<file path="src/rtl/bnn_pkg.sv">
// Shared definitions for the BNN output stage: logit/index width helpers and
// the argmax FSM state encoding.
package bnn_pkg;

  function automatic int logit_width(input int width);
    return $clog2(width + 1) + 2;
  endfunction

  function automatic int class_idx_width(input int n);
    return (n < 2) ? 1 : $clog2(n);
  endfunction

  localparam logic ACCUM_ENC = 1'b0;
  localparam logic HOLD_ENC  = 1'b1;

  typedef enum logic {
    ACCUM = ACCUM_ENC,
    HOLD  = HOLD_ENC
  } state_e;

endpackage

</file>
<file path="src/rtl/signed_max_select.sv">
// Combinational signed compare of a candidate logit against the current best;
// strict greater-than so the earlier (lower) index survives a tie.
module signed_max_select #(
  parameter int LW = 8,
  parameter int IW = 4
) (
  input  logic          load_first,
  input  logic [LW-1:0] cand_val,
  input  logic [IW-1:0] cand_idx,
  input  logic [LW-1:0] best_val,
  input  logic [IW-1:0] best_idx,
  output logic          take,
  output logic [LW-1:0] sel_val,
  output logic [IW-1:0] sel_idx
);

  logic cand_gt;

  assign cand_gt = $signed(cand_val) > $signed(best_val);
  // load_first forces a reload so a previous frame's maximum never leaks in.
  assign take    = load_first | cand_gt;
  assign sel_val = take ? cand_val : best_val;
  assign sel_idx = take ? cand_idx : best_idx;

endmodule

</file>
<file path="src/rtl/logit_argmax.sv">
// Streaming argmax over NUM_CLASSES signed logits per frame; presents the
// winning class and its logit on a valid/ready output.
//
//   state | meaning
//   ACCUM | accepting logits, tracking running maximum
//   HOLD  | frame complete, result held until out_ready
module logit_argmax
  import bnn_pkg::*;
#(
  parameter int  WIDTH       = 32,
  parameter int  NUM_CLASSES = 10,
  localparam int LW          = logit_width(WIDTH),
  localparam int IW          = class_idx_width(NUM_CLASSES)
) (
  input  logic          clk,
  input  logic          rst_n,
  input  logic          in_valid,
  output logic          in_ready,
  input  logic [LW-1:0] in_logit,
  output logic          out_valid,
  input  logic          out_ready,
  output logic [IW-1:0] out_class,
  output logic [LW-1:0] out_logit,
  output logic          busy
);

  localparam logic [IW-1:0] LAST_IDX = IW'(NUM_CLASSES - 1);

  state_e        state_q, state_d;
  logic [IW-1:0] idx_q, idx_d;
  logic [LW-1:0] best_val_q, best_val_d;
  logic [IW-1:0] best_idx_q, best_idx_d;
  logic          in_ready_q, in_ready_d;
  logic          out_valid_q, out_valid_d;
  logic [IW-1:0] out_class_q, out_class_d;
  logic [LW-1:0] out_logit_q, out_logit_d;

  logic          accept;
  logic          take;
  logic [LW-1:0] sel_val;
  logic [IW-1:0] sel_idx;

  assign accept = in_valid & in_ready_q;

  signed_max_select #(
    .LW(LW),
    .IW(IW)
  ) u_sel (
    .load_first(idx_q == '0),
    .cand_val  (in_logit),
    .cand_idx  (idx_q),
    .best_val  (best_val_q),
    .best_idx  (best_idx_q),
    .take      (take),
    .sel_val   (sel_val),
    .sel_idx   (sel_idx)
  );

  always_comb begin
    state_d     = state_q;
    idx_d       = idx_q;
    best_val_d  = best_val_q;
    best_idx_d  = best_idx_q;
    in_ready_d  = in_ready_q;
    out_valid_d = out_valid_q;
    out_class_d = out_class_q;
    out_logit_d = out_logit_q;

    case (state_q)
      ACCUM: begin
        in_ready_d = 1'b1;
        if (accept) begin
          best_val_d = sel_val;
          best_idx_d = sel_idx;
          if (idx_q == LAST_IDX) begin
            // Result registers take the final comparison directly, giving
            // one cycle from the last input handshake to out_valid.
            idx_d       = '0;
            state_d     = HOLD;
            in_ready_d  = 1'b0;
            out_valid_d = 1'b1;
            out_class_d = sel_idx;
            out_logit_d = sel_val;
          end else begin
            idx_d = idx_q + IW'(1);
          end
        end
      end
      HOLD: begin
        in_ready_d = 1'b0;
        if (out_ready) begin
          state_d     = ACCUM;
          out_valid_d = 1'b0;
          in_ready_d  = 1'b1;
        end
      end
      default: begin
        state_d = ACCUM;
      end
    endcase
  end

  always_ff @(posedge clk or negedge rst_n) begin
    if (!rst_n) begin
      state_q     <= ACCUM;
      idx_q       <= '0;
      best_val_q  <= '0;
      best_idx_q  <= '0;
      in_ready_q  <= 1'b0;
      out_valid_q <= 1'b0;
      out_class_q <= '0;
      out_logit_q <= '0;
    end else begin
      state_q     <= state_d;
      idx_q       <= idx_d;
      best_val_q  <= best_val_d;
      best_idx_q  <= best_idx_d;
      in_ready_q  <= in_ready_d;
      out_valid_q <= out_valid_d;
      out_class_q <= out_class_d;
      out_logit_q <= out_logit_d;
    end
  end

  assign in_ready  = in_ready_q;
  assign out_valid = out_valid_q;
  assign out_class = out_class_q;
  assign out_logit = out_logit_q;
  assign busy      = (idx_q != '0);

  logic unused_take;
  assign unused_take = take;

endmodule

</file>
<file path="config.mk">
export PLATFORM = sky130hd
export DESIGN_NAME = logit_argmax
export DESIGN_NICKNAME = d
export VERILOG_FILES = /design/src/rtl/bnn_pkg.sv /design/src/rtl/signed_max_select.sv /design/src/rtl/logit_argmax.sv
export SDC_FILE = /design/constraint.sdc
export NUM_CORES = 1
export LEC_CHECK = 0
export CAP_MARGIN = 20
export CORE_UTILIZATION = 50
export CTS_BUF_LIST = sky130_fd_sc_hd__clkbuf_8
export DETAILED_ROUTE_END_ITERATION = 16
export PLACE_DENSITY_LB_ADDON = 0.12
export SYNTH_ARGS = -nofsm -noshare
export SYNTH_HDL_FRONTEND = slang
export SYNTH_SLANG_ARGS = --single-unit
</file>
<file path="constraint.sdc">
create_clock -name clk -period 2 [get_ports clk]
set_clock_uncertainty 0.1 [all_clocks]
set_input_delay 0.4 -clock clk [delete_from_list [all_inputs] [get_ports clk]]
set_output_delay 0.4 -clock clk [all_outputs]
set_load 0.02 [all_outputs]
</file>
* Word-level counts from Yosys, hierarchy flattened
Cells that the tools add are included.
** Storage, ports and cells
- Flip-flop bits (word level) :: 31
- Memories kept :: 0
- Bits in read-only memories :: 0
- Output and inout bits :: 15
- Input port bits :: 12
- RAM bits :: 0
- Latch bits :: 0
- Word-level logic and storage cells :: 37
** Cells by class
- Multiply operators :: 0
- Muxes and demuxes :: 15
- Equality and inequality tests :: 4
- Reductions and logical operators :: 5
- Add/sub/neg operators :: 1
- Shift operators :: 0
- Divide/modulo/power cells :: 0
- Bitwise gates (word level) :: 3
- Magnitude comparators :: 1
** Operators by type and width (count)
- two-way mux 1 bit :: 9
- greater-than comparator 8 bit :: 1
- two-way mux 4 bit :: 2
- two-way mux 8 bit :: 1
- inequality test 2 bit (second input constant) :: 3
- case mux 1 bit (2 select lines) :: 3
- AND reduction 3 bit :: 2
- adder 4 x 1 -> 4 bit (second input constant) :: 1
- equality test 4 bit (second input constant) :: 1
- logical NOT 4 bit :: 1
- nonzero test 4 bit :: 1
- AND reduction 2 bit :: 1
- bitwise AND 1 bit :: 1
- inverter 1 bit :: 1
- bitwise OR 1 bit :: 1

* Longest topological paths before layout
- Depth in word-level cells :: 4
- Mapped depth :: 8
- Mapped depth without buffers :: 7

* Modules after synthesis
A second synthesis with hierarchy kept.
** Unflattened totals
- Cell total of the unflattened synthesis :: 123
- Area total of the unflattened synthesis :: 1635.3 um^2
** Modules (own cells, without submodules)
- logit_argmax :: seq. area each 775.7 um^2, area each 1243.7 um^2, cells an instance 81, instances 1
- signed_max_select :: seq. area each 0.0 um^2, area each 391.6 um^2, cells an instance 42, instances 1

* Worst setup path before layout
OpenSTA, ideal clock, no wires.
- Path type :: input port to flip-flop
- From :: input in_logit[5]
- To :: register best_val_q[0]
- Arrival :: 2.018 ns
- Required time :: 1.775 ns
- Setup slack :: -0.243 ns
- Stages :: 7
- Library setup time :: 0.125 ns
- Buffers on the path :: 1
- Path through :: ha_1 -> a21o_1 -> a2111oi_4 -> nand2_1 -> o211ai_2 -> buf_6 -> mux2_2
** Between the ends
- Longest elaborated chain between the ends :: 3
** RTL lines
- start: declaration :: line logit_argmax.sv:19 : input logic [LW-1:0] in_logit,
- greater-than comparator 8 bit :: line signed_max_select.sv:19 : assign cand_gt = $signed(cand_val) > $signed(best_val);
- bitwise OR 1 bit :: line signed_max_select.sv:21 : assign take = load_first | cand_gt;
- two-way mux 8 bit :: line signed_max_select.sv:22 : assign sel_val = take ? cand_val : best_val;
- end signal: assignment :: line logit_argmax.sv:116 : best_val_q <= best_val_d;
- end: declaration :: line logit_argmax.sv:31 : logic [LW-1:0] best_val_q, best_val_d;
Every way passes these cells.
A chain may end at the register's enable or synchronous reset.

* Final worst setup path
- From :: register best_val_q[5]
- To :: register best_val_q[4]
** Between the ends
- Longest elaborated chain between the ends :: 3
** RTL lines (line)
- greater-than comparator 8 bit :: signed_max_select.sv:19
- bitwise OR 1 bit :: signed_max_select.sv:21
- two-way mux 8 bit :: signed_max_select.sv:22
Every way passes these cells.

==> run metrics <==
power per unit of standard cell area=1620 nW/um2; crit share post-route=1.10; number of detailed-routing iterations run before antenna repair=4; distinct cell type count after synthesis=41; root buf cell=sky130_fd_sc_hd__clkbuf_8; effective utilization at floorplan=0.538; critical path start-end classification=reg2reg; Final Non-Filler Cells=277; Antenna Violating Nets Remaining=0; maximum fanout along the worst path=5; total number of vias=1539; worst setup path startpoint=best_val_q[5]; final critical delay including setup and external delays=2200 ps; worst slew margin relative to its limit=0.723; ranking of synthesized cells by instance count=31 x sky130_fd_sc_hd__dfrtp_1, 25 x sky130_fd_sc_hd__nand2_1, 13 x sky130_fd_sc_hd__inv_1, 10 x sky130_fd_sc_hd__nand3_1; largest vdd supply drop=0.000867 V; upper clock frequency limit=0.454 GHz; status=finished, violations left; most frequent cell after synthesis=sky130_fd_sc_hd__dfrtp_1; maximum level of the CTS H-tree=2; failing checks=setup timing; global placement routability congestion=0.847; TritonCTS sink count=31; type of element launching the critical path=flip-flop; maximum cell stage delay along the critical path=390 ps; number of design rule violations left after detail routing=0; RSZ-0062 raised after global routing=true; aggregate routed wire length=4770 um; initial detailed-routing violation count=83; clock transition at the registers of the reported paths=70 ps; crit path max-delay cell type=sky130_fd_sc_hd__dfrtp_1; post-route worst setup slack=-202 ps; row count=20; cell-internal power=0.00248 W; accumulated negative setup slack=-3130 ps; clock network latency to the later pin of the worst-skew pair=290 ps; GR Util All Layers=0.292; Worst Hold Margin=376 ps; buffer depth of the longest clock path=2; portion of synthesized cell area occupied by the leading cell type=0.465; number of cells in the design after placement=259; synthesized area per cell=10.2 um2; yosys warns=0; sum of overflow across all layers after global routing=0; number of I/O pins=27; critical path arrival=2270 ps; Syn-to-layout area delta=52.9%; number of inserted diodes=0; synthesized netlist cell count=163; post-synthesis instance area=1670 um2; number of enable-type register cells in the synthesized netlist=0; number of storage elements in the synthesis netlist=31; class of the tightest hold or removal check=reg2reg; number of buffers created by CTS=5; detailed-placement wirelength estimate=2890 um; proportion of total power due to net switching=0.399; sequential element share of the synthesized area=0.465; startpoint of the worst-slack reg-to-reg timing path=best_val_q[5]; Cell Chain, Critical Path=inv_2, ha_4, a21o_1, a2111oi_4, nand2_1, o211ai_2, buf_6, mux2_4; floorplan die height=59.8 um; final setup violating endpoints=23; worst setup timing slack at the placement stage=-733 ps; worst-margin pin slew=415 ps; area of all placed cells without fillers=2550 um2; launch point of the worst hold path=out_valid; fraction of final layout cells sized beyond drive strength 1=0.378; post-synth top area cell=sky130_fd_sc_hd__dfrtp_1; wire length of the first global-routing pass=7470 um; routed wire length per instance=17.2 um; leakage power summed over all cells=1.18 nW; clock power share=0.133; max-cap viol count=0; Post-layout nets=252; prevailing post-synth register cell=sky130_fd_sc_hd__dfrtp_1; area enclosed by the die boundary=3570 um2; area inside the core boundary=3100 um2; PortBufs=26; Worst Setup End Kind=flip-flop; share of total power in combinational logic=0.592; drt via density=5.56; worst endpoint required time=2070 ps; async set-or-reset flop fraction in the synthesized netlist=1.00; largest net degree at the start of global routing=32; placement-stage cell area=2240 um2; number of antenna violations at the first check in global routing=0; final count of pins violating max slew=0; main area contributors after synthesis=sky130_fd_sc_hd__dfrtp_1 47%, sky130_fd_sc_hd__ha_1 6.0%, sky130_fd_sc_hd__nand2_1 5.6%, sky130_fd_sc_hd__mux2_2 5.4%, sky130_fd_sc_hd__o211ai_1 3.6%; vias in the first global route=1569; CTS tree=done; power spent charging and discharging nets=0.00165 W; Post-Synthesis Net Count=183; final hold violation count=0; die extent in x=59.8 um; sequential share of power=0.275
path summary, 6_finish.rpt:
kind                                 end  slack (ps)  cells after the start
max                        best_val_q[4]        -200                      8
min                            out_valid         380                      2
max reg2reg                best_val_q[4]        -200                      8
min reg2reg                    out_valid         380                      2
max in group asynchronous  best_val_q[7]        1110                      2
min in group asynchronous      out_valid         400                      2
placed cells by master (no fill, tap or decap), drive strengths merged, types with 3 or more instances in the layout:
cell type and count:
a21oi 4, a32o 3, buf 47, clkbuf 8, clkdlybuf4s50 17, dfrtp 31
dlygate4sd2 8, ha 8, inv 15, mux2 8, nand2 25, nand3 10
nor2 5, o211ai 9, o31ai 3, or3 7
power by group through the flow:
stage,registers (W),logic [W],clock network [W]
CTS,0.00112,0.00227,0.000546
finish,0.00113,0.00245,0.000548
global route,0.00116,0.00264,0.000580
global placement,0.00111,0.00194,0
floorplan,0.00126,0.00104,0
detailed placement,0.00113,0.00201,0
kinds of logic after synthesis:
family | synth area share
multiplexers | 0.0600
AO/OA/AOI/OAI | 0.144
adder cells (fa/ha/maj) | 0.0600
XOR/XNOR | 0.0105
AND/OR/NAND/NOR | 0.195
flip-flops | 0.465
buffers and inverters | 0.0653
final cells by class:
cell class,count,area (um2)
tap,44,55.1
clock buffer,7,96.3
timing repair buffer,73,626
sequential,31,776
fill,191,553
clock inverter,1,3.75
inverter,14,52.6
multi-input combinational,107,941
metal layers:
layer  share of wire  track usage
met4           0.020        0.126
met2            0.52        0.475
met1            0.41        0.370
met3           0.050       0.0693
met5               0            0
sequential cells by signal, indices dropped and copies added, names as in the netlist:
name	count
best_val_q	8
out_valid	1
out_class	4
state_q	1
best_idx_q	4
idx_q	4
out_logit	8
in_ready	1
through the flow:
step            util  power, W
2_1_floorplan      -   0.00230
3_3_place_gp   0.722   0.00306
3_5_place_dp   0.722   0.00314
4_1_cts        0.800   0.00394
5_1_grt        0.822   0.00438
6_report       0.822   0.00413
timing repair:
item                                    4_1_cts  5_1_grt
setup buffers                                 5        3
gates resized for setup                      34       10
pin swaps                                    24       14
endpoints found under the setup margin       25       25
hold buffers                                  0        0
cloned                                        2        0
critical path: cells and delay by family (launching register included):
family	cells	cell delay, ps
muxes	1	310
DFF	1	390
adders and majority gates	1	190
and+or+nand+nor	1	120
AOI/OAI and AO/OA	3	740
buffers and inverters	2	240
Note: power is estimated with default switching activity, not from simulation.
